`config.mk`:
```
export PLATFORM = sky130hd
export DESIGN_NAME = mem_arbiter_flat
export DESIGN_NICKNAME = d
export VERILOG_FILES = /design/src/rtl/mem_arb_pkg.sv /design/src/rtl/mem_arbiter_if.sv /design/src/rtl/mem_arb_ibuf.sv /design/src/rtl/mem_arbiter.sv /design/src/flat_wrapper.sv
export SDC_FILE = /design/constraint.sdc
export NUM_CORES = 1
export LEC_CHECK = 0
export ABC_AREA = 0
export BUFFER_PORTS_ARGS = -buffer_cell sky130_fd_sc_hd__buf_4
export CAP_MARGIN = 20
export CORE_MARGIN = 3
export CORE_UTILIZATION = 48
export CTS_BUF_LIST = sky130_fd_sc_hd__clkbuf_16
export DETAILED_ROUTE_END_ITERATION = 10
export HOLD_SLACK_MARGIN = 0.12
export PLACE_DENSITY = 0.84
export SLEW_MARGIN = 20
export SYNTH_ARGS = -nofsm -noshare
export SYNTH_HDL_FRONTEND = slang
export SYNTH_HIERARCHICAL = 1
export SYNTH_SLANG_ARGS = --single-unit
```
`constraint.sdc`:
```
create_clock -name clk -period 4.85 [get_ports clk]
set_input_delay 0.2425 -clock clk [delete_from_list [all_inputs] [get_ports clk]]
set_output_delay 0.2425 -clock clk [all_outputs]
set_load 0.005 [all_outputs]
```
`src/rtl/mem_arb_pkg.sv`:
```
// mem_arb_pkg: shared types and constants for the MIPS32 memory arbiter.
//   state_e  - arbiter FSM states (IDLE / ACCESS / RESP)
//   owner_e  - which pipeline stage owns the current bus access
//   CNT_W    - wait-state counter width (covers WAIT_CYCLES up to 15)
//   SEL_ALL  - full-word byte enables used for instruction fetches
package mem_arb_pkg;

   typedef enum logic [1:0] {
      IDLE,
      ACCESS,
      RESP
   } state_e;

   typedef enum logic {
      OWN_IF,
      OWN_MEM
   } owner_e;

   localparam int unsigned CNT_W   = $clog2(16);
   localparam logic [3:0]  SEL_ALL = 4'b1111;

endpackage

```
`src/rtl/mem_arbiter_if.sv`:
```
// mem_arbiter_if: bundles the pipeline-side request/ack signals and the
// external bus signals of mem_arbiter. Signal suffixes are from the arbiter's
// point of view.
//   slave  - used by mem_arbiter (consumes requests and bus read data)
//   master - used by the pipeline / bus model side
// Signals:
//   if_req_i, if_addr_i, if_rdata_o, if_ack_o, if_stall_o      instruction fetch
//   mem_req_i, mem_we_i, mem_sel_i, mem_addr_i, mem_wdata_i,
//   mem_rdata_o, mem_ack_o, mem_stall_o                        data access
//   bus_ce_o, bus_we_o, bus_sel_o, bus_addr_o, bus_wdata_o,
//   bus_rdata_i                                                external SRAM/bus
interface mem_arbiter_if;

   logic        if_req_i;
   logic [31:0] if_addr_i;
   logic [31:0] if_rdata_o;
   logic        if_ack_o;
   logic        if_stall_o;

   logic        mem_req_i;
   logic        mem_we_i;
   logic [3:0]  mem_sel_i;
   logic [31:0] mem_addr_i;
   logic [31:0] mem_wdata_i;
   logic [31:0] mem_rdata_o;
   logic        mem_ack_o;
   logic        mem_stall_o;

   logic        bus_ce_o;
   logic        bus_we_o;
   logic [3:0]  bus_sel_o;
   logic [31:0] bus_addr_o;
   logic [31:0] bus_wdata_o;
   logic [31:0] bus_rdata_i;

   modport slave (
      input  if_req_i, if_addr_i,
      input  mem_req_i, mem_we_i, mem_sel_i, mem_addr_i, mem_wdata_i,
      input  bus_rdata_i,
      output if_rdata_o, if_ack_o, if_stall_o,
      output mem_rdata_o, mem_ack_o, mem_stall_o,
      output bus_ce_o, bus_we_o, bus_sel_o, bus_addr_o, bus_wdata_o
   );

   modport master (
      output if_req_i, if_addr_i,
      output mem_req_i, mem_we_i, mem_sel_i, mem_addr_i, mem_wdata_i,
      output bus_rdata_i,
      input  if_rdata_o, if_ack_o, if_stall_o,
      input  mem_rdata_o, mem_ack_o, mem_stall_o,
      input  bus_ce_o, bus_we_o, bus_sel_o, bus_addr_o, bus_wdata_o
   );

endinterface

```
`src/rtl/mem_arb_ibuf.sv`:
```
// mem_arb_ibuf: single-entry instruction fetch buffer (word tag, data, valid).
// Only instantiated by mem_arbiter when MEM_ARB_IBUF_EN is defined.
// Ports:
//   clk, rst        clock, asynchronous active-high reset (clears valid)
//   fill_i          load tag/data from a completed fetch bus access
//   fill_word_i     word address (addr[31:2]) of the completed fetch
//   fill_data_i     instruction word returned by the bus
//   inval_i         a data write is completing
//   inval_word_i    word address of that write; clears valid on tag match
//   lookup_word_i   word address of the pending fetch request
//   hit_o           buffer holds the requested word
//   data_o          buffered instruction word
module mem_arb_ibuf
   import mem_arb_pkg::*;
(
   input  logic        clk,
   input  logic        rst,
   input  logic        fill_i,
   input  logic [29:0] fill_word_i,
   input  logic [31:0] fill_data_i,
   input  logic        inval_i,
   input  logic [29:0] inval_word_i,
   input  logic [29:0] lookup_word_i,
   output logic        hit_o,
   output logic [31:0] data_o
);

   logic [29:0] tag_q;
   logic [31:0] data_q;
   logic        valid_q;

   always_ff @(posedge clk or posedge rst) begin
      if (rst) begin
         tag_q   <= '0;
         data_q  <= '0;
         valid_q <= 1'b0;
      end else if (fill_i) begin
         tag_q   <= fill_word_i;
         data_q  <= fill_data_i;
         valid_q <= 1'b1;
      end else if (inval_i && (inval_word_i == tag_q)) begin
         valid_q <= 1'b0;
      end
   end

   assign hit_o  = valid_q && (lookup_word_i == tag_q);
   assign data_o = data_q;

endmodule

```
`src/rtl/mem_arbiter.sv`:
```
// mem_arbiter: shares one external SRAM/bus port between instruction fetch
// (IF) and data access (MEM). Each access is held on the bus for WAIT_CYCLES
// cycles, then the owner gets a one-cycle ack with its read data. MEM wins
// simultaneous requests. Stall outputs hold each stage until its ack.
// Parameters:
//   WAIT_CYCLES     bus cycles per access, 1..15
// Ports:
//   clk, rst        clock, asynchronous active-high reset
//   arb             mem_arbiter_if.slave (IF/MEM request side + bus side)
// Build option:
//   MEM_ARB_IBUF_EN adds a single-entry fetch buffer (mem_arb_ibuf); IF
//                   requests hitting it are acked one cycle later with no
//                   bus access.
module mem_arbiter
   import mem_arb_pkg::*;
#(
   parameter int unsigned WAIT_CYCLES = 1
) (
   input  logic         clk,
   input  logic         rst,
   mem_arbiter_if.slave arb
);

   localparam logic [CNT_W-1:0] CNT_LOAD = CNT_W'(WAIT_CYCLES - 1);

   state_e           state_q;
   owner_e           owner_q;
   logic [CNT_W-1:0] cnt_q;
   logic             flush_q;
   logic             bus_ce_q;
   logic             bus_we_q;
   logic [3:0]       bus_sel_q;
   logic [31:0]      bus_addr_q;
   logic [31:0]      bus_wdata_q;
   logic [31:0]      if_rdata_q;
   logic [31:0]      mem_rdata_q;
   logic             if_ack_q;
   logic             mem_ack_q;

   logic             owner_req;
   logic             last_cycle;

   assign owner_req  = (owner_q == OWN_MEM) ? arb.mem_req_i : arb.if_req_i;
   assign last_cycle = (state_q == ACCESS) && (cnt_q == '0);

`ifdef MEM_ARB_IBUF_EN
   logic        ibuf_hit;
   logic [31:0] ibuf_data;

   // The latched bus command stays valid through RESP, so it also supplies
   // the write address for invalidation.
   mem_arb_ibuf u_ibuf (
      .clk           (clk),
      .rst           (rst),
      .fill_i        (last_cycle && (owner_q == OWN_IF)),
      .fill_word_i   (bus_addr_q[31:2]),
      .fill_data_i   (arb.bus_rdata_i),
      .inval_i       ((state_q == RESP) && (owner_q == OWN_MEM) && bus_we_q),
      .inval_word_i  (bus_addr_q[31:2]),
      .lookup_word_i (arb.if_addr_i[31:2]),
      .hit_o         (ibuf_hit),
      .data_o        (ibuf_data)
   );
`endif

   always_ff @(posedge clk or posedge rst) begin
      if (rst) begin
         state_q     <= IDLE;
         owner_q     <= OWN_IF;
         cnt_q       <= '0;
         flush_q     <= 1'b0;
         bus_ce_q    <= 1'b0;
         bus_we_q    <= 1'b0;
         bus_sel_q   <= '0;
         bus_addr_q  <= '0;
         bus_wdata_q <= '0;
         if_rdata_q  <= '0;
         mem_rdata_q <= '0;
         if_ack_q    <= 1'b0;
         mem_ack_q   <= 1'b0;
      end else begin
         if_ack_q  <= 1'b0;
         mem_ack_q <= 1'b0;
         case (state_q)
            IDLE: begin
               if (arb.mem_req_i) begin
                  owner_q     <= OWN_MEM;
                  bus_we_q    <= arb.mem_we_i;
                  bus_sel_q   <= arb.mem_sel_i;
                  bus_addr_q  <= arb.mem_addr_i;
                  bus_wdata_q <= arb.mem_wdata_i;
                  bus_ce_q    <= 1'b1;
                  cnt_q       <= CNT_LOAD;
                  flush_q     <= 1'b0;
                  state_q     <= ACCESS;
               end
`ifdef MEM_ARB_IBUF_EN
               else if (arb.if_req_i && ibuf_hit) begin
                  // Buffer hit skips the bus; owner is IF so RESP never
                  // invalidates on a stale write command.
                  owner_q    <= OWN_IF;
                  if_rdata_q <= ibuf_data;
                  if_ack_q   <= 1'b1;
                  state_q    <= RESP;
               end
`endif
               else if (arb.if_req_i) begin
                  owner_q     <= OWN_IF;
                  bus_we_q    <= 1'b0;
                  bus_sel_q   <= SEL_ALL;
                  bus_addr_q  <= arb.if_addr_i;
                  bus_wdata_q <= '0;
                  bus_ce_q    <= 1'b1;
                  cnt_q       <= CNT_LOAD;
                  flush_q     <= 1'b0;
                  state_q     <= ACCESS;
               end
            end
            ACCESS: begin
               // A requester that drops out at any point of the access
               // loses its ack, but the bus cycle itself runs to the end.
               if (!owner_req) begin
                  flush_q <= 1'b1;
               end
               if (cnt_q == '0) begin
                  bus_ce_q <= 1'b0;
                  state_q  <= RESP;
                  if (owner_q == OWN_MEM) begin
                     mem_rdata_q <= bus_we_q ? '0 : arb.bus_rdata_i;
                     mem_ack_q   <= owner_req & ~flush_q;
                  end else begin
                     if_rdata_q <= arb.bus_rdata_i;
                     if_ack_q   <= owner_req & ~flush_q;
                  end
               end else begin
                  cnt_q <= cnt_q - 1'b1;
               end
            end
            RESP: begin
               state_q <= IDLE;
            end
            default: begin
               state_q <= IDLE;
            end
         endcase
      end
   end

   assign arb.if_rdata_o  = if_rdata_q;
   assign arb.if_ack_o    = if_ack_q;
   assign arb.mem_rdata_o = mem_rdata_q;
   assign arb.mem_ack_o   = mem_ack_q;
   assign arb.bus_ce_o    = bus_ce_q;
   assign arb.bus_we_o    = bus_we_q;
   assign arb.bus_sel_o   = bus_sel_q;
   assign arb.bus_addr_o  = bus_addr_q;
   assign arb.bus_wdata_o = bus_wdata_q;
   assign arb.if_stall_o  = arb.if_req_i & ~if_ack_q;
   assign arb.mem_stall_o = arb.mem_req_i & ~mem_ack_q;

endmodule

```
`src/flat_wrapper.sv`:
```
// flat-port wrapper written by rule: the top's interface ports become plain ports
module mem_arbiter_flat import mem_arb_pkg::*;
#(
   parameter int unsigned WAIT_CYCLES = 1
)
  (clk, rst, arb_if_req_i, arb_if_addr_i, arb_mem_req_i, arb_mem_we_i, arb_mem_sel_i, arb_mem_addr_i, arb_mem_wdata_i, arb_bus_rdata_i, arb_if_rdata_o, arb_if_ack_o, arb_if_stall_o, arb_mem_rdata_o, arb_mem_ack_o, arb_mem_stall_o, arb_bus_ce_o, arb_bus_we_o, arb_bus_sel_o, arb_bus_addr_o, arb_bus_wdata_o);
  mem_arbiter_if arb_i ();
  input  logic clk;
  input  logic rst;
  input wire logic [$bits(arb_i.if_req_i)-1:0] arb_if_req_i;
  input wire logic [$bits(arb_i.if_addr_i)-1:0] arb_if_addr_i;
  input wire logic [$bits(arb_i.mem_req_i)-1:0] arb_mem_req_i;
  input wire logic [$bits(arb_i.mem_we_i)-1:0] arb_mem_we_i;
  input wire logic [$bits(arb_i.mem_sel_i)-1:0] arb_mem_sel_i;
  input wire logic [$bits(arb_i.mem_addr_i)-1:0] arb_mem_addr_i;
  input wire logic [$bits(arb_i.mem_wdata_i)-1:0] arb_mem_wdata_i;
  input wire logic [$bits(arb_i.bus_rdata_i)-1:0] arb_bus_rdata_i;
  output wire logic [$bits(arb_i.if_rdata_o)-1:0] arb_if_rdata_o;
  output wire logic [$bits(arb_i.if_ack_o)-1:0] arb_if_ack_o;
  output wire logic [$bits(arb_i.if_stall_o)-1:0] arb_if_stall_o;
  output wire logic [$bits(arb_i.mem_rdata_o)-1:0] arb_mem_rdata_o;
  output wire logic [$bits(arb_i.mem_ack_o)-1:0] arb_mem_ack_o;
  output wire logic [$bits(arb_i.mem_stall_o)-1:0] arb_mem_stall_o;
  output wire logic [$bits(arb_i.bus_ce_o)-1:0] arb_bus_ce_o;
  output wire logic [$bits(arb_i.bus_we_o)-1:0] arb_bus_we_o;
  output wire logic [$bits(arb_i.bus_sel_o)-1:0] arb_bus_sel_o;
  output wire logic [$bits(arb_i.bus_addr_o)-1:0] arb_bus_addr_o;
  output wire logic [$bits(arb_i.bus_wdata_o)-1:0] arb_bus_wdata_o;
  assign arb_i.if_req_i = arb_if_req_i;
  assign arb_i.if_addr_i = arb_if_addr_i;
  assign arb_i.mem_req_i = arb_mem_req_i;
  assign arb_i.mem_we_i = arb_mem_we_i;
  assign arb_i.mem_sel_i = arb_mem_sel_i;
  assign arb_i.mem_addr_i = arb_mem_addr_i;
  assign arb_i.mem_wdata_i = arb_mem_wdata_i;
  assign arb_i.bus_rdata_i = arb_bus_rdata_i;
  assign arb_if_rdata_o = arb_i.if_rdata_o;
  assign arb_if_ack_o = arb_i.if_ack_o;
  assign arb_if_stall_o = arb_i.if_stall_o;
  assign arb_mem_rdata_o = arb_i.mem_rdata_o;
  assign arb_mem_ack_o = arb_i.mem_ack_o;
  assign arb_mem_stall_o = arb_i.mem_stall_o;
  assign arb_bus_ce_o = arb_i.bus_ce_o;
  assign arb_bus_we_o = arb_i.bus_we_o;
  assign arb_bus_sel_o = arb_i.bus_sel_o;
  assign arb_bus_addr_o = arb_i.bus_addr_o;
  assign arb_bus_wdata_o = arb_i.bus_wdata_o;
  mem_arbiter #(.WAIT_CYCLES(WAIT_CYCLES)) u_core (.clk(clk), .rst(rst), .arb(arb_i));
endmodule
```
Word-level counts from Yosys, hierarchy flattened

Cells that the tools add are included.

Flip-flop bits (word level): 144
Bits in latches: 0
Bits in writable memories: 0
Bits in read-only memories: 0
Input bits: 137
Output and inout port bits: 138
Logic and storage cells: 69
Memories: 0

Add/subtract/negate cells: 1
$mul: 0
Divide/modulo/power cells: 0
Magnitude comparators: 0
Equal/unequal tests: 5
Shift-type cells: 0
Multiplexer cells: 32
Bitwise operators: 7
Reduce and logical (&&, ||, !) cells: 11

Operator list:

| operator                                                               | number |
|---|---|
| 32-bit two-way mux                                                     | 5 |
| 4-bit two-way mux                                                      | 5 |
| 1-bit two-way mux                                                      | 15 |
| 3-bit AND reduction                                                    | 5 |
| 4-bit one-hot mux with 2 select lines                                  | 1 |
| 2-bit two-way mux                                                      | 3 |
| 2-bit inequality test (second input constant)                          | 3 |
| 4-bit logical NOT                                                      | 1 |
| 1-bit NOT                                                              | 4 |
| 1-bit one-hot mux with 2 select lines                                  | 2 |
| 2-bit one-hot mux with 2 select lines                                  | 1 |
| 2-bit AND reduction                                                    | 2 |
| 2-bit nonzero test                                                     | 2 |
| 4-bit by 1-bit subtractor with 4-bit output (second input constant)    | 1 |
| 1-bit bitwise AND                                                      | 3 |
| 3-bit inequality test (second input constant)                          | 1 |
| 2-bit by 1-bit equality test with 1-bit output (second input constant) | 1 |
| 2-bit logical NOT                                                      | 1 |

Longest topological paths before layout

Gate-level depths: netlist (run 1).

Word-level depth: 5
Gate-level depth with buffers: 6
Depth with buffers taken out: 5

Worst setup path after synthesis (run 1)

Ideal clock, no wire load.

Path kind: flip-flop to flip-flop
Start: register u_core.cnt_q[0]
End: register u_core.if_rdata_q[0], in the netlist u_core/arb.if_rdata_o[0]
Library setup time: 0.125 ns
Arrival: 1.374 ns
Data required time: 4.725 ns
Setup slack: 3.351 ns
Stages on the path, launching flop included: 6
Path buffers: 1
Clock period less this slack: 1.499 ns
Path through: dfrtp_1 > inv_1 > ha_1 > nand4b_4 > buf_6 > mux2_4

Word-level cells in the longest chain between the ends: 2

Ends and longest elaborated chain:

| what                                 | RTL line           | source |
|---|---|---|
| start, declared                      | mem_arbiter.sv:28  | `logic [CNT_W-1:0] cnt_q;` |
| start signal, assigned               | mem_arbiter.sv:136 | `cnt_q <= cnt_q - 1'b1;` |
| 4-bit logical NOT                    | n/a                |  |
| 3-bit AND reduction (no source line) | n/a                |  |
| end signal, assigned                 | mem_arbiter.sv:132 | `if_rdata_q <= arb.bus_rdata_i;` |
| end, declared                        | mem_arbiter.sv:35  | `logic [31:0] if_rdata_q;` |

Every way passes these cells.
A chain may end at the register's enable or synchronous reset.

Final worst setup path (run 1)

Start: register u_core.cnt_q[0]
End: register u_core.if_rdata_q[15], in the netlist u_core/arb.if_rdata_o[15]

Same word-level chain as after synthesis.

==> run metrics, run 1 <==
critical path arrival=2.50 ns; Num CTS Buffers=17; pre-CTS setup slack=around 2.6 ns; Final WS setup=roughly 2.6 ns; IO Port Bufs=~270; Worst-Margin Slew=between 1 and 1.5 ns; register bit total from synthesis=approximately 140; Die H=about 120 um; HP Class=in -> reg; H-Tree Level Count=4; Clock Path Buffers=2; crit path time final=roughly 2.2 ns; Routed Antenna Nets=0; Final HPWL DP=about 11 mm; boundary pin count=275; WL final=18.2 mm; DP Cell Count=a little under 900; outcome=completed; Synth cell types=33; initial antenna violation count=0; FF+latch area=0.00360 mm^2; worst-skew pair later-pin latency=roughly 0.41 ns; Reg-to-Reg Start=u_core/cnt_q[0]; dpl cell area=about 0.0084 mm^2; worst reg2reg path depth=4; setup bufs post-CTS=0; Post-Syn Instances=between 400 and 500; DRT iter0 DRCs=roughly 300; RSZ-0062 raised after global routing=false; FFs w/ async S/R, synth=1.00; Ys Warns=6; Nets=between 900 and 1000; core area=between 0.01 and 0.015 mm^2; Req. time, crit path=between 5 and 6 ns; drt via density=5.14; Post-CTS Resized=0; post-route cell area=just under 0.01 mm^2; Tcrit/Tclk final=0.456; vias in the first global route=about 5300; sequential element share of the synthesized area=0.578; hold depth=3; first-pass GRT wire length=approximately 28 mm; CTS sink cnt=between 100 and 150; kind of critical path=reg -> reg; CTS clk-pin slew, worst paths=0.06 ns; max-cap viol count=0; remaining routing DRC violations=0; Initial DRT Pass Iterations=6; number of synthesized flops with an enable pin=0; Rel. slew slack=0.311; Root Driver=clkbuf_16; CP max FO=32; share of layout cells above drive strength 1=0.470; Util after Layout=0.766; LEAKAGE=roughly 4.9 nW; CTS tree=done; GP Congestion=between 0.7 and 0.8; peak supply drop=between 300 and 400 uV; R2R Setup Slk=roughly 2.6 ns; Synth Flop Type=dfrtp_1; crit path launch type=register; mapped cell area=between 0.006 and 0.007 mm^2; Hold WS=0.135 ns; ANT cells=0; DR vias=approximately 5000; Initial Util=0.492; area of the multi-input gates=0.00246 mm^2; syn_area_per_cell=13.7 um^2; worst hold start=arb_if_addr_i[17]; Syn Nets=594; fin cells=977; f_max=~450 MHz; skew final=0.00737 ns; RR Endpoint=u_core/arb.if_rdata_o[15]; largest net degree at the start of global routing=around 100; mean routed wirelength per cell=18.6 um; Finish-stage setup viols=0; PD cells=~600 mW/mm^2; Critical Path Sink Type=register; Hold EP=u_core/arb.bus_addr_o[17]; die width=120 um; die area=0.0144 mm^2; gr ovfl total=0; setup_tns=0 ns; gr usage total=0.251; Hold Vio Cnt, Final=0; # rows=41; Area Overhead vs Synth=55.6%; FILL cells=around 760; Pwr Total=5.99 mW; Slew Viols, Final=0
==> power breakdown <==
group          internal [mW]  switching, mW  total [mW]
Clock                  0.794          0.482        1.28
Combinational           1.52          0.976        2.50
Sequential              1.78          0.433        2.21
Total                   4.10           1.89        5.99
==> critical path, cell delays in order, from the launching register on <==
cell      delay (ns)
dfrtp_1         0.40
inv_1           0.09
ha_1            0.31
nand4b_4        0.71
mux2_4          0.57
==> cell type report <==
| cell class | count | area share |
|---|---|---|
| Clock inverter | 12 | 0.0149 |
| Timing Repair Buffer | 353 | 0.293 |
| Multi-Input combinational cell | 275 | 0.253 |
| Tap cell | 172 | 0.0222 |
| Clock buffer | 17 | 0.0438 |
| Sequential cell | 144 | 0.371 |
| Inverter | 4 | 0.00206 |
==> worst max path at each step <==
stage                    startpoint                        end  slack (ns)  depth (start not counted)
global placement    u_core/cnt_q[0]  u_core/arb.if_rdata_o[20]        2.72                          4
CTS                 u_core/cnt_q[0]  u_core/arb.if_rdata_o[22]        2.64                          4
floorplan                       rst   u_core/arb.bus_addr_o[0]        0.74                          1
finish              u_core/cnt_q[0]  u_core/arb.if_rdata_o[15]        2.64                          4
detailed placement  u_core/cnt_q[0]  u_core/arb.if_rdata_o[28]        2.65                          4
global route        u_core/cnt_q[0]  u_core/arb.if_rdata_o[30]        2.52                          4
==> placed cells by master, fill, tap and decap left out, types with 2 or more instances in the layout <==
cell | netlist | routed
clkinvlp_4 | 0 | 4
dlygate4sd3_1 | 0 | 77
bufinv_16 | 0 | 3
nor2b_1 | 36 | 36
o22a_1 | 4 | 4
clkinv_1 | 0 | 3
o21ai_0 | 68 | 68
inv_6 | 0 | 2
mux2_4 | 60 | 60
mux2i_1 | 34 | 34
clkbuf_16 | 0 | 17
nor3_1 | 4 | 4
nor2_2 | 2 | 2
a21o_1 | 2 | 2
buf_4 | 0 | 276
o211ai_1 | 2 | 2
a21oi_1 | 2 | 2
mux2_2 | 4 | 4
a22o_1 | 33 | 33
dfrtp_1 | 144 | 143
ha_1 | 2 | 2
nand2_1 | 7 | 7
nor2_4 | 1 | 2
inv_1 | 4 | 3
==> sequential cells by signal, summed over array words and instances (netlist names) <==
signal                  count
u_core/owner_q              1
u_core/arb.if_ack_o         1
u_core/arb.mem_ack_o        1
u_core/arb.mem_rdata_o     32
u_core/arb.bus_wdata_o     32
u_core/flush_q              1
u_core/cnt_q                4
u_core/arb.bus_we_o         1
u_core/arb.if_rdata_o      32
u_core/arb.bus_sel_o        4
u_core/arb.bus_ce_o         1
u_core/arb.bus_addr_o      32
u_core/state_q              2
==> cells by family after synthesis <==
| logic type | after synthesis | share of synthesized area |
|---|---|---|
| adders and majority gates | 2 | 0.00401 |
| buffers and inverters | 36 | 0.0319 |
| and+or+nand+nor | 62 | 0.0660 |
| muxes | 98 | 0.206 |
| DFF | 144 | 0.578 |
| AOI/OAI and AO/OA | 113 | 0.114 |
==> routing by layer <==
| layer | part of all wire | track usage |
|---|---|---|
| met3 | 0.073 | 0.0702 |
| met4 | 0.016 | 0.0830 |
| met1 | 0.39 | 0.295 |
| met5 | 0 | 0 |
| met2 | 0.52 | 0.444 |
==> cells in the mapped netlist (all sizes together), types with 4 or more instances <==
library cell,count,share of area
a22o,33,0.046
buf,21,0.023
clkbuf,11,0.0066
dfrtp,144,0.58
inv,4,0.0024
mux2,64,0.15
mux2i,34,0.055
nand2,7,0.0042
nor2,4,0.0044
nor2b,36,0.036
nor3,4,0.0032
o21ai,70,0.056
o22a,4,0.0056
==> timing repair <==
item                                   4_1_cts  5_1_grt
hold buffers                                77        0
setup endpoints to repair                    0        0
endpoints found under the hold margin      176        0
Power figures use the tool's default switching activity.
==> run 2, diff against run 1 <==
--- a/config.mk
+++ b/config.mk
@@ -9,11 +9,11 @@
 export BUFFER_PORTS_ARGS = -buffer_cell sky130_fd_sc_hd__buf_4
 export CAP_MARGIN = 20
 export CORE_MARGIN = 3
-export CORE_UTILIZATION = 48
+export CORE_UTILIZATION = 43
 export CTS_BUF_LIST = sky130_fd_sc_hd__clkbuf_16
 export DETAILED_ROUTE_END_ITERATION = 10
 export HOLD_SLACK_MARGIN = 0.12
-export PLACE_DENSITY = 0.84
+export PLACE_DENSITY = 0.8
 export SLEW_MARGIN = 20
 export SYNTH_ARGS = -nofsm -noshare
 export SYNTH_HDL_FRONTEND = slang
==> constraint.sdc (replaced) <==
create_clock -name clk -period 1.8 [get_ports clk]
set_input_delay 0.09 -clock clk [delete_from_list [all_inputs] [get_ports clk]]
set_output_delay 0.09 -clock clk [all_outputs]
set_load 0.005 [all_outputs]
==> run metrics, run 2 (synthesis results as in run 1) <==
Routed Antenna Nets=0 (unchanged); CP max FO=32 (unchanged); # rows=43 (+4.9%); gr usage total=0.259 (+0.00796); HP Class=in -> reg; largest net degree at the start of global routing=116 (+12%); crit path buf inv count=2 (+1); crit path time final=1.66 ns (-0.556 ns); Req. time, crit path=2.09 ns (-3.04 ns); Post-CTS Resized=0 (unchanged); NetSw=5.49 mW (+190%); core area=0.0140 mm^2 (+11%); vias in the first global route=6120 (+16%); Util after Layout=0.750 (-0.0168); Tcrit/Tclk final=0.921 (+0.464); Hold Vio Cnt, Final=0 (unchanged); commonest cells after routing, fill and taps aside=284 x buf_4, 144 x dfrtp_1, 136 x dlygate4sd3_1, 68 x o21ai_0, 60 x mux2_4; Clock Path Buffers=2 (unchanged); Die H=126 um (+5.4%); Rel. slew slack=0.589 (+0.278); Root Driver=clkbuf_16; Initial DRT Pass Iterations=5 (-1); gr ovfl total=0 (unchanged); Crit-path slowest cell=mux2_2; CTS clk-pin slew, worst paths=0.06 ns (about the same); Worst-Margin Slew=0.617 ns (-0.416 ns); Initial Util=0.444 (-0.0481); Int Pwr=11.5 mW (+180%); mean routed wirelength per cell=19.6 um (+5.6%); H-Tree Level Count=4 (unchanged); RSZ-0062 raised after global routing=false; crit-path leading delay family=multiplexers; Slew Viols, Final=0 (unchanged); GP Congestion=0.884 (+12%); worst-skew pair later-pin latency=0.42 ns (about the same); Finish-stage setup viols=0 (unchanged); max-cap viol count=0 (unchanged); Nets=1006 (+7.7%); DR vias=5501 (+9.5%); Comb power frac=0.431 (+0.014); skew final=0.00829 ns (+0.000920 ns); Pwr Total=17.0 mW (+180%); Final HPWL DP=12.4 mm (+8.1%); CTS tree=done; boundary pin count=275 (unchanged); LEAKAGE=5.26 nW (+7.6%); Sequential Power Share=0.346 (-0.023); hold depth=3 (unchanged); worst hold start=arb_mem_req_i; PD cells=1620 mW/mm^2 (+160%); Reg-to-Reg Start=u_core/cnt_q[0]; Clock power frac=0.223 (+0.010); DRT iter0 DRCs=414 (+34%); Area Overhead vs Synth=68.7%; commonest non-fill, non-tap cell in the layout=buf_4; IO Port Bufs=274 (unchanged); CTS sink cnt=144 (unchanged); drt via density=5.19 (+0.96%); Num CTS Buffers=17 (unchanged); ANT cells=0 (unchanged); CP cell instances=inv_1, ha_1, nand4_4, buf_12, mux2_2; initial antenna violation count=0 (unchanged); Crit. Startpoint=u_core/cnt_q[0]; critical path arrival=1.95 ns (-0.55 ns); Net Sw Frac=0.323 (+0.00704); crit path launch type=register; Crit path largest cell delay=0.39 ns (-0.32 ns); Hold WS=0.171 ns (+0.0364 ns); die width=126 um (+5.4%); remaining routing DRC violations=0 (unchanged); WL final=20.8 mm (+15%); first-pass GRT wire length=32.8 mm (+16%); f_max=603 MHz (+34%); die area=0.0160 mm^2 (+11%); peak supply drop=832 uV (+170%); critical path depth in cells=5 (+1); worst reg2reg path depth=5 (+1); kind of critical path=reg -> reg; Critical Path Sink Type=register; outcome=completed; share of layout cells above drive strength 1=0.448 (-0.0218)
## run 2: cell count changes in the layout (fill, tap and decap cells not counted), moves of 3 or more
cell and delta:
buf_4 +8, clkinv_4 +3, dlygate4sd3_1 +59, buf_12 +5
clkinv_1 -3
## run 2: stage by stage
step | setup TNS (ns) | area (um^2) | worst slack (ns) | instances
2_1_floorplan | -13.69 | 6240 | -0.0950 | 455
3_3_place_gp | 0 | 8530 | 0.216 | 892
3_5_place_dp | 0 | 8530 | 0.173 | 892
4_1_cts | 0 | 10500 | 0.171 | 1060
5_1_grt | 0 | 10500 | 0.0882 | 1060
6_report | 0 | 10500 | 0.142 | 1060
## run 2: power by group through the flow
stage / Sequential [mW] / Clock [mW] / Combinational (mW)
after global routing: 6.04 / 4.00 / 7.84
after CTS: 5.83 / 3.84 / 7.24
final: 5.88 / 3.79 / 7.34
after floorplan: 5.75 / 0 / 3.49
after detailed placement: 5.82 / 0 / 6.97
after global placement: 5.76 / 0 / 6.71
## run 2: layout make-up
type                            instances  area [um^2]
Timing Repair Buffer                  425         3590
Multi-Input combinational cell        275         2450
Inverter                                4         18.8
Clock inverter                         15          208
Fill cell                             804         3520
Sequential cell                       144         3600
Clock buffer                           17          425
Tap cell                              180          225
## run 2: what timing repair did
action	in CTS	in global routing
hold buffers	136	0
hold endpoints to repair	280	0
buffers inserted	0	0
## run 2: path summary, 6_finish.rpt
check,slack (ns),endpoint
max,0.14,u_core/arb.mem_rdata_o[11]
min,0.17,u_core/state_q[0]
max reg2reg,0.14,u_core/arb.mem_rdata_o[11]
min reg2reg,0.48,u_core/arb.bus_ce_o
max in group asynchronous,0.89,u_core/arb.if_rdata_o[0]
min in group asynchronous,0.38,u_core/arb.bus_wdata_o[29]
## run 2: worst min-delay path, stage by stage
cell	delay [ns]
buf_4	0.16
o21ai_4	0.19
nand2_1	0.11
## run 2: per-layer routing
metal,share of wire,vias to the layer above,track usage
met5,0,-,0
met4,0.037,0,0.120
met3,0.069,59,0.0737
met2,0.51,270,0.451
met1,0.38,2720,0.295
li1,-,2452,-
==> run 3, diff against run 2 <==
==> constraint.sdc (replaced) <==
create_clock -name clk -period 1.5 [get_ports clk]
set_input_delay 0.075 -clock clk [delete_from_list [all_inputs] [get_ports clk]]
set_output_delay 0.075 -clock clk [all_outputs]
set_load 0.005 [all_outputs]
==> run metrics, run 3 (synthesis results as in run 1) <==
Pwr Total=20.4 mW (+20%); largest net degree at the start of global routing=74 (-36%); Initial Util=0.444 (unchanged); initial antenna violation count=0 (unchanged); remaining routing DRC violations=0 (unchanged); Slew Viols, Final=0 (unchanged); mean routed wirelength per cell=19.9 um (+1.4%); CP cell instances=nor2_4, nand4b_4, buf_12, mux2_4; Tcrit/Tclk final=0.983 (+0.0625); Finish-stage setup viols=0 (unchanged); Root Driver=clkbuf_16; Nets=1017 (+1.1%); gr ovfl total=0 (unchanged); LEAKAGE=5.32 nW (+1.1%); NetSw=6.61 mW (+20%); Crit-path slowest cell=dfrtp_2; Net Sw Frac=0.324 (+0.000882); first-pass GRT wire length=33.2 mm (+1.3%); outcome=completed; Rel. slew slack=0.736 (+0.147); Hold Vio Cnt, Final=0 (unchanged); Clock Path Buffers=2 (unchanged); Num CTS Buffers=17 (unchanged); DP Cell Count=900 (+0.90%); Die H=126 um (unchanged); skew final=0.00942 ns (+0.00113 ns); worst-skew pair later-pin latency=0.42 ns (about the same); boundary pin count=275 (unchanged); GP Congestion=0.867 (-2.0%); ANT cells=0 (unchanged); drt via density=5.15 (-0.74%); fin cells=1071 (+1.0%); CTS tree=done; FILL cells=800 (-0.50%); HP Class=in -> reg; die width=126 um (unchanged); Final HPWL DP=12.5 mm (+0.71%); IO Port Bufs=274 (unchanged); dpl cell area=0.00865 mm^2 (+1.4%); Int Pwr=13.8 mW (+20%); Initial DRT Pass Iterations=4 (-1); CP max FO=22 (-31%); crit path time final=1.48 ns (-0.183 ns); DR vias=5517 (+0.29%); max-cap viol count=0 (unchanged); vias in the first global route=6147 (+0.44%); FF+latch area=0.00361 mm^2 (about the same); Area Overhead vs Synth=70.5%; critical path arrival=1.77 ns (-0.18 ns); CTS sink cnt=144 (unchanged); crit path buf inv count=1 (-1); die area=0.0160 mm^2 (unchanged); peak supply drop=1020 uV (+22%); commonest cells after routing, fill and taps aside=289 x buf_4, 142 x dfrtp_1, 135 x dlygate4sd3_1, 60 x mux2_4, 55 x o21ai_0; commonest non-fill, non-tap cell in the layout=buf_4; post-route cell area=0.0106 mm^2 (+1.1%); Routed Antenna Nets=0 (unchanged); RSZ-0062 raised after global routing=true; crit-path leading delay family=flip-flops; Hold WS=0.181 ns (+0.00928 ns); kind of critical path=reg -> reg; Crit path largest cell delay=0.44 ns (+0.05 ns); pre-CTS setup slack=-0.0981 ns (-0.271 ns); Sequential Power Share=0.346 (about the same); setup_tns=0 ns (unchanged); Clock power frac=0.195 (-0.028); PD cells=1920 mW/mm^2 (+19%); # rows=43 (unchanged); DRT iter0 DRCs=313 (-24%); H-Tree Level Count=4 (unchanged); Util after Layout=0.757 (+0.00793); f_max=678 MHz (+12%); share of layout cells above drive strength 1=0.460 (+0.0124); WL final=21.3 mm (+2.4%); Worst-Margin Slew=0.396 ns (-0.221 ns); crit path launch type=register; gr usage total=0.266 (+0.00696); Req. time, crit path=1.79 ns (-0.30 ns); core area=0.0140 mm^2 (unchanged); Critical Path Sink Type=register; Comb power frac=0.459 (+0.028); area of the multi-input gates=0.00249 mm^2 (+1.5%); CTS clk-pin slew, worst paths=0.06 ns (about the same); Final WS setup=0.0248 ns (-0.117 ns)
## run 3: layout make-up
type | count | area share
timing repair buffer | 436 | 0.352
inverter | 4 | 0.00176
multi-input combinational | 275 | 0.234
clock buffer | 17 | 0.0400
clock inverter | 15 | 0.0120
sequential | 144 | 0.339
tap | 180 | 0.0212
## run 3: per-layer routing
metal / GRT usage / wire, um
met5: 0 / 0
met4: 0.126 / 849
met3: 0.0745 / 1530
met2: 0.470 / 11100
met1: 0.296 / 7870
## run 3: repair_timing
action	4_1_cts	5_1_grt
hold endpoints to repair	281	0
setup buffers	0	3
hold buffers	136	0
gates resized for setup	7	20
pin swaps	0	2
gates cloned	0	0
setup endpoints to repair	89	89
## run 3: power groups by stage
stage | clock [mW] | combinational (mW) | sequential [mW]
2_1_floorplan | 0 | 4.18 | 6.89
3_3_place_gp | 0 | 8.30 | 6.90
3_5_place_dp | 0 | 8.64 | 6.96
4_1_cts | 4.03 | 9.02 | 6.96
5_1_grt | 4.23 | 9.96 | 7.27
6_report | 3.98 | 9.36 | 7.07
## run 3: worst paths after layout
kind                                           from  depth (start not counted)  slack [ns]                          to
worst max-delay path                u_core/cnt_q[3]                          4        0.02   u_core/arb.if_rdata_o[28]
worst min register to register  u_core/arb.bus_ce_o                          1        0.49         u_core/arb.bus_ce_o
worst min-delay path                  arb_mem_req_i                          4        0.18             u_core/cnt_q[3]
max in group asynchronous                       rst                          4        0.78    u_core/arb.bus_addr_o[0]
min in group asynchronous                       rst                          4        0.36  u_core/arb.bus_wdata_o[24]
worst max register to register      u_core/cnt_q[3]                          4        0.02   u_core/arb.if_rdata_o[28]
## run 3: worst reg2reg max path: stages, from the launching register on
cell and delay (ns):
dfrtp_2 0.44, nor2_4 0.22, nand4b_4 0.16, buf_12 0.21, mux2_4 0.32
